<file path="config.mk">
export PLATFORM = sky130hd
export DESIGN_NAME = key_event_encoder
export DESIGN_NICKNAME = d
export VERILOG_FILES = /design/src/rtl/key_event_encoder.sv
export SDC_FILE = /design/constraint.sdc
export NUM_CORES = 1
export LEC_CHECK = 0
export BUFFER_PORTS_ARGS = -buffer_cell sky130_fd_sc_hd__buf_2
export CAP_MARGIN = 15
export CORE_ASPECT_RATIO = 1.5
export CORE_UTILIZATION = 50
export CTS_CLUSTER_DIAMETER = 80
export CTS_CLUSTER_SIZE = 40
export DETAILED_ROUTE_END_ITERATION = 10
export GPL_TIMING_DRIVEN = 0
export HOLD_SLACK_MARGIN = 0.05
export PLACE_DENSITY = 0.68
export SETUP_SLACK_MARGIN = 0.5
export SLEW_MARGIN = 10
export SYNTH_ARGS = -nofsm -noshare
export SYNTH_HDL_FRONTEND = slang
export SYNTH_SLANG_ARGS = --single-unit
</file>
<file path="constraint.sdc">
create_clock -name clk -period 6.9 [get_ports clk]
set_input_delay 0.345 -clock clk [delete_from_list [all_inputs] [get_ports clk]]
set_output_delay 0.345 -clock clk [all_outputs]
set_load 0.02 [all_outputs]
</file>
<file path="src/rtl/key_event_encoder.sv">
// key_event_encoder: synchronised, debounced key-to-ASCII encoder feeding a show-ahead event FIFO.
// Optional feature macro KEY_REPEAT_EN adds auto-repeat while a single key stays held.
module key_event_encoder #(
    parameter int         N_KEYS          = 4,
    parameter logic [7:0] BASE_CHAR       = 8'h41,
    parameter int         DEBOUNCE_CYCLES = 4,
    parameter int         FIFO_DEPTH      = 4,
    parameter int         REPEAT_DELAY    = 16,
    parameter int         REPEAT_PERIOD   = 8
) (
    input  logic                          clk,
    input  logic                          rst_n,
    input  logic [N_KEYS-1:0]             keys_i,
    output logic [7:0]                    ascii_o,
    output logic                          valid_o,
    input  logic                          ready_i,
    output logic [$clog2(FIFO_DEPTH):0]   count_o,
    output logic                          overflow_o
);

    localparam int IW = (N_KEYS > 1) ? $clog2(N_KEYS) : 1;
    localparam int CW = $clog2(DEBOUNCE_CYCLES + 1);
    localparam int PW = $clog2(FIFO_DEPTH);
    localparam bit DEB_ONE = (DEBOUNCE_CYCLES == 1);
    localparam logic [PW:0] FULL_COUNT = (PW+1)'(FIFO_DEPTH);

    generate
        if (N_KEYS < 1 || N_KEYS > 32 || DEBOUNCE_CYCLES < 1 || FIFO_DEPTH < 2 ||
            (1 << PW) != FIFO_DEPTH || REPEAT_DELAY < 1 || REPEAT_PERIOD < 1) begin : g_bad_params
            $error("key_event_encoder: illegal parameter combination");
        end
    endgenerate

    typedef enum logic [1:0] {IDLE, DEBOUNCE, HELD, RELEASE} state_t;

    logic [N_KEYS-1:0] sync1_reg, sync2_reg;
    state_t            state_reg, state_next;
    logic [CW-1:0]     cnt_reg, cnt_next;
    logic [IW-1:0]     idx_reg, idx_next;
    logic [IW-1:0]     enc;
    logic [IW-1:0]     push_idx;
    logic              s_zero, s_single, s_match, cnt_done;
    logic              push;
    logic [7:0]        push_code;

`ifdef KEY_REPEAT_EN
    localparam int RMAX = (REPEAT_DELAY > REPEAT_PERIOD) ? REPEAT_DELAY : REPEAT_PERIOD;
    localparam int RW   = $clog2(RMAX + 1);
    logic [RW-1:0] rep_cnt_reg, rep_cnt_next;
    logic          rep_first_reg, rep_first_next;
`endif

    always_ff @(posedge clk or negedge rst_n) begin
        if (!rst_n) begin
            sync1_reg <= '0;
            sync2_reg <= '0;
        end else begin
            sync1_reg <= keys_i;
            sync2_reg <= sync1_reg;
        end
    end

    assign s_zero   = (sync2_reg == '0);
    assign s_single = !s_zero && ((sync2_reg & (sync2_reg - 1'b1)) == '0);
    assign s_match  = (sync2_reg == (N_KEYS'(1) << idx_reg));
    assign cnt_done = ((32'(cnt_reg) + 32'd1) == 32'(DEBOUNCE_CYCLES));

    // Only consulted when exactly one key is set, so a plain priority scan suffices.
    always_comb begin
        enc = '0;
        for (int i = 0; i < N_KEYS; i++) begin
            if (sync2_reg[i]) enc = IW'(i);
        end
    end

    always_comb begin
        state_next = state_reg;
        cnt_next   = cnt_reg;
        idx_next   = idx_reg;
        push       = 1'b0;
        push_idx   = idx_reg;
`ifdef KEY_REPEAT_EN
        rep_cnt_next   = rep_cnt_reg;
        rep_first_next = rep_first_reg;
`endif
        case (state_reg)
            IDLE: begin
                if (s_single) begin
                    idx_next = enc;
                    push_idx = enc;
                    if (DEB_ONE) begin
                        push       = 1'b1;
                        state_next = HELD;
                    end else begin
                        cnt_next   = CW'(1);
                        state_next = DEBOUNCE;
                    end
                end
            end
            DEBOUNCE: begin
                if (s_match) begin
                    if (cnt_done) begin
                        push       = 1'b1;
                        state_next = HELD;
                    end else begin
                        cnt_next = cnt_reg + 1'b1;
                    end
                end else begin
                    state_next = IDLE;
                end
            end
            HELD: begin
                if (s_zero) begin
                    if (DEB_ONE) begin
                        state_next = IDLE;
                    end else begin
                        cnt_next   = CW'(1);
                        state_next = RELEASE;
                    end
                end
`ifdef KEY_REPEAT_EN
                // Timer only advances on the lone held key; extra keys freeze it.
                else if (s_match) begin
                    if ((32'(rep_cnt_reg) + 32'd1) ==
                        (rep_first_reg ? 32'(REPEAT_DELAY) : 32'(REPEAT_PERIOD))) begin
                        push           = 1'b1;
                        rep_cnt_next   = '0;
                        rep_first_next = 1'b0;
                    end else begin
                        rep_cnt_next = rep_cnt_reg + 1'b1;
                    end
                end
`endif
            end
            RELEASE: begin
                if (s_zero) begin
                    if (cnt_done) state_next = IDLE;
                    else          cnt_next   = cnt_reg + 1'b1;
                end else begin
                    state_next = HELD;
                end
            end
            default: state_next = IDLE;
        endcase
`ifdef KEY_REPEAT_EN
        if (state_next == HELD && state_reg != HELD) begin
            rep_cnt_next   = '0;
            rep_first_next = 1'b1;
        end
`endif
    end

    always_ff @(posedge clk or negedge rst_n) begin
        if (!rst_n) begin
            state_reg <= IDLE;
            cnt_reg   <= '0;
            idx_reg   <= '0;
`ifdef KEY_REPEAT_EN
            rep_cnt_reg   <= '0;
            rep_first_reg <= 1'b1;
`endif
        end else begin
            state_reg <= state_next;
            cnt_reg   <= cnt_next;
            idx_reg   <= idx_next;
`ifdef KEY_REPEAT_EN
            rep_cnt_reg   <= rep_cnt_next;
            rep_first_reg <= rep_first_next;
`endif
        end
    end

    assign push_code = BASE_CHAR + 8'(push_idx);

    logic [7:0]    mem [FIFO_DEPTH];
    logic [7:0]    head_reg;
    logic [PW-1:0] wr_ptr_reg, rd_ptr_reg, rd_addr;
    logic [PW:0]   count_reg, count_next;
    logic          valid_reg, overflow_reg;
    logic          full, pop, wr_en;

    assign full    = (count_reg == FULL_COUNT);
    assign pop     = valid_reg && ready_i;
    assign wr_en   = push && (!full || pop);
    // Output register looks one entry ahead when the current head is being taken.
    assign rd_addr = rd_ptr_reg + PW'(pop);

    always_comb begin
        count_next = count_reg;
        if (wr_en && !pop)      count_next = count_reg + 1'b1;
        else if (!wr_en && pop) count_next = count_reg - 1'b1;
    end

    always_ff @(posedge clk or negedge rst_n) begin
        if (!rst_n) begin
            wr_ptr_reg   <= '0;
            rd_ptr_reg   <= '0;
            count_reg    <= '0;
            valid_reg    <= 1'b0;
            overflow_reg <= 1'b0;
        end else begin
            wr_ptr_reg   <= wr_ptr_reg + PW'(wr_en);
            rd_ptr_reg   <= rd_addr;
            count_reg    <= count_next;
            valid_reg    <= (count_reg != {{PW{1'b0}}, pop});
            overflow_reg <= push && full && !pop;
        end
    end

    always_ff @(posedge clk) begin
        if (wr_en) mem[wr_ptr_reg] <= push_code;
        head_reg <= mem[rd_addr];
    end

    assign ascii_o    = valid_reg ? head_reg : 8'h00;
    assign valid_o    = valid_reg;
    assign count_o    = count_reg;
    assign overflow_o = overflow_reg;

endmodule

</file>
==> flow_metrics.py <==
metrics = {
    "pwr": {
        "p_total_mw": 0.795,
        "peakVddDrop_mv": 0.298,
        "power_density_nw_per_um2": 377,
        "p_leak_nw": 0.946,
    },
    "critical_path": {
        "cp_num_buf_inv": 3,
        "timing.reg2reg.setup_slack_ns": 3.99,
        "critPathMaxStageDelay_ns": 0.46,
        "start_kind": "register",
        "cp_max_fo": 10,
        "reg2reg_to": "count_o[2]",
        "reg2reg_from": "sync2_reg[0]",
        "slowest_stage": "a2111oi_4",
        "path_cells": "buf_2 > nor3_2 > a22oi_2 > a2111oi_4 > nand2_2 > inv_1 > ha_1 > inv_1 > fa_1 > xor2_1 > nor2_1 > xor2_1",
        "criticalPathCategory": "register to register",
        "cp_top_family": "compound AO/OA/AOI/OAI gates",
        "cp-end-kind": "register",
        "worstRegToRegCells": 12,
        "crit_cells": 12,
        "cp_data_required_time_ns": 7.11,
        "worstPathArrival_ns": 3.12,
    },
    "cts": {
        "clk_pin_slew_ns": 0.07,
        "numCtsBuffers": 5,
        "cts_tree": "built",
        "insertion_delay_ns": 0.29,
        "numClockSinks": 39,
        "h-tree-depth": 2,
        "cts_root_buf": "clkbuf_8",
        "ctsLongestPathBuffers": 2,
        "cts_setup_buffers": 0,
        "holdBufCountCts": 1,
        "cts_resized": 0,
    },
    "timing": {
        "slew_viol_final": 0,
        "hold_violations": 0,
        "fin_setup_tns_ns": 0,
        "skew_ns": 0.00700,
        "finalCritPeriodShare_pct": 42.1,
        "setup_viol": 0,
        "tightest_slew_ns": 0.524,
        "max_freq_ghz": 0.344,
        "slew_headroom_pct": 65.1,
        "period_minus_slack_ns": 2.91,
        "rsz0062_at_grt": "false",
    },
    "global_route": {
        "grt_pass1_wl_um": 5800,
        "grt_pass1_vias": 1254,
        "grtUsageTotal_pct": 20.1,
        "grt_max_degree": 25,
        "antenna_found_initial": 0,
        "globalRouteOverflowTotal": 0,
    },
    "floorplanning": {
        "rows": 26,
        "start_util_pct": 53.4,
        "pin_count": 20,
        "die_y_um": 76.3,
        "die-area_um2": 3940,
        "fp.coreArea_um2": 3450,
        "die_w_um": 51.6,
    },
    "routing": {
        "drt_wl_total_um": 3340,
        "drt_pre_antenna_iters": 4,
        "via_per_inst": 5.50,
        "wire_per_inst_um": 15.1,
        "postRouteAntennaNets": 0,
        "drt_iter0_markers": 40,
        "vias": 1216,
        "remaining_drc_errors": 0,
    },
    "hold_path": {
        "hold_path_startpoint": "keys_i[3]",
        "holdPathEnd": "sync1_reg[3]",
        "holdPathStages": 1,
        "hp-class": "input pin to register",
    },
    "finish": {
        "multi_input_area_um2": 723,
        "largest_reg_flops": 12,
        "seqCellArea_um2": 1020,
        "nFillCells": 292,
        "area.growth.synth_to_final_pct": 14.5,
        "num_antenna_cells": 0,
        "drive_above_1_share_pct": 24.6,
        "finalNetCount": 192,
    },
    "logic_synthesis": {
        "synth.distinct_cells": 48,
        "synth.avg_cell_area_um2": 12.1,
        "synth-edff-count": 12,
        "ys_ff_latch": 39,
        "ys_warn_count": 0,
        "synth_seq_area_share_pct": 55.4,
        "postSynth.asyncResetShare_pct": 61.5,
        "yosys_most_used_dff": "dfrtp_1",
        "syn_inst": 152,
        "post_synth_instance_area_um2": 1840,
    },
    "placement": {
        "dp.final_hpwl_um": 2520,
        "port_buffers": 15,
        "gp_congestion": 0.758,
    },
    "flow_run": {
        "cap_violations": 0,
    },
    "run_status": {
        "outcome": "completed",
    },
}
==> worst reg2reg max path: cells and delay by family (launching register included) <==
kind	cells	cell delay, ns
simple gates	3	0.59
xor+xnor	2	0.32
flops	1	0.37
buf+inv	3	0.35
fa+ha+maj	2	0.57
compound gates	2	0.63
==> routing by layer <==
layer,wire length [um],GRT usage [%]
met1,1280,22.8
met2,1860,34.7
met3,112,4.19
met4,90,9.73
met5,0,0
==> synthesized netlist by cell type (all sizes together), types with 3 or more instances <==
cell type / instances / area share [%]
o211ai: 3 / 1.5
xor2: 5 / 2.4
ha: 6 / 4.1
a21oi: 5 / 1.4
dfrtp: 24 / 33
nor3: 8 / 2.4
inv: 10 / 2.0
mux4: 3 / 3.7
buf: 9 / 3.5
nor3b: 3 / 1.5
o21ai: 5 / 1.4
dfxtp: 3 / 3.3
nand3: 3 / 0.81
nor2: 7 / 1.4
nor2b: 4 / 1.4
and2: 3 / 1.0
nand2: 13 / 2.8
edfxtp: 12 / 20
==> cell families after synthesis <==
group                      after synthesis  share of synthesized area, %
buffers and inverters                   21                          5.91
AOI/OAI and AO/OA                       25                          11.4
xor gates and xnor gates                 7                          3.33
adders and majority gates                7                          5.16
muxes                                    5                          4.82
DFF                                     39                          55.4
and+or+nand+nor                         47                          13.7
other                                    1                         0.204
==> layout make-up <==
| class | count | area share [%] |
|---|---|---|
| Multi-Input combinational cell | 95 | 34.3 |
| Buffer | 10 | 3.20 |
| Tap cell | 42 | 2.49 |
| Clock inverter | 2 | 1.66 |
| Clock buffer | 6 | 3.92 |
| Inverter | 11 | 1.96 |
| Sequential cell | 39 | 48.4 |
| Timing Repair Buffer | 16 | 4.04 |
==> how the worst max path moves through the flow <==
stage	endpoint	slack, ns	startpoint
after floorplan	count_o[2]	4.42	sync2_reg[1]
after global placement	count_o[2]	4.15	sync2_reg[0]
after detailed placement	count_o[2]	4.01	sync2_reg[0]
after CTS	count_o[2]	3.99	sync2_reg[0]
after global routing	count_o[2]	3.86	sync2_reg[3]
final	count_o[2]	3.99	sync2_reg[0]
==> stage by stage <==
stage | util, % | worst slack (ns) | hold slack [ns] | area [um^2] | cells
floorplan | - | 4.42 | 0.0494 | 1850 | 155
global placement | 57.4 | 4.15 | 0.336 | 1980 | 212
detailed placement | 57.4 | 4.01 | 0.335 | 1980 | 212
CTS | 61.1 | 3.99 | 0.153 | 2110 | 221
global route | 61.1 | 3.86 | 0.150 | 2110 | 221
finish | 61.1 | 3.99 | 0.160 | 2110 | 221
==> layout by cell type, fill, tap and decap left out, types with 6 or more instances in the layout <==
cell / n
inv_1: 9
buf_2: 18
edfxtp_1: 12
clkbuf_8: 6
nor2_1: 7
dfrtp_1: 24
nor3_1: 7
nand2_1: 12
ha_1: 6
==> power by group <==
group	internal, mW	switching [mW]
clock	0.117	0.0767
combinational	0.120	0.149
sequential	0.288	0.0432
total	0.525	0.269
Power figures use the tool's default switching activity.
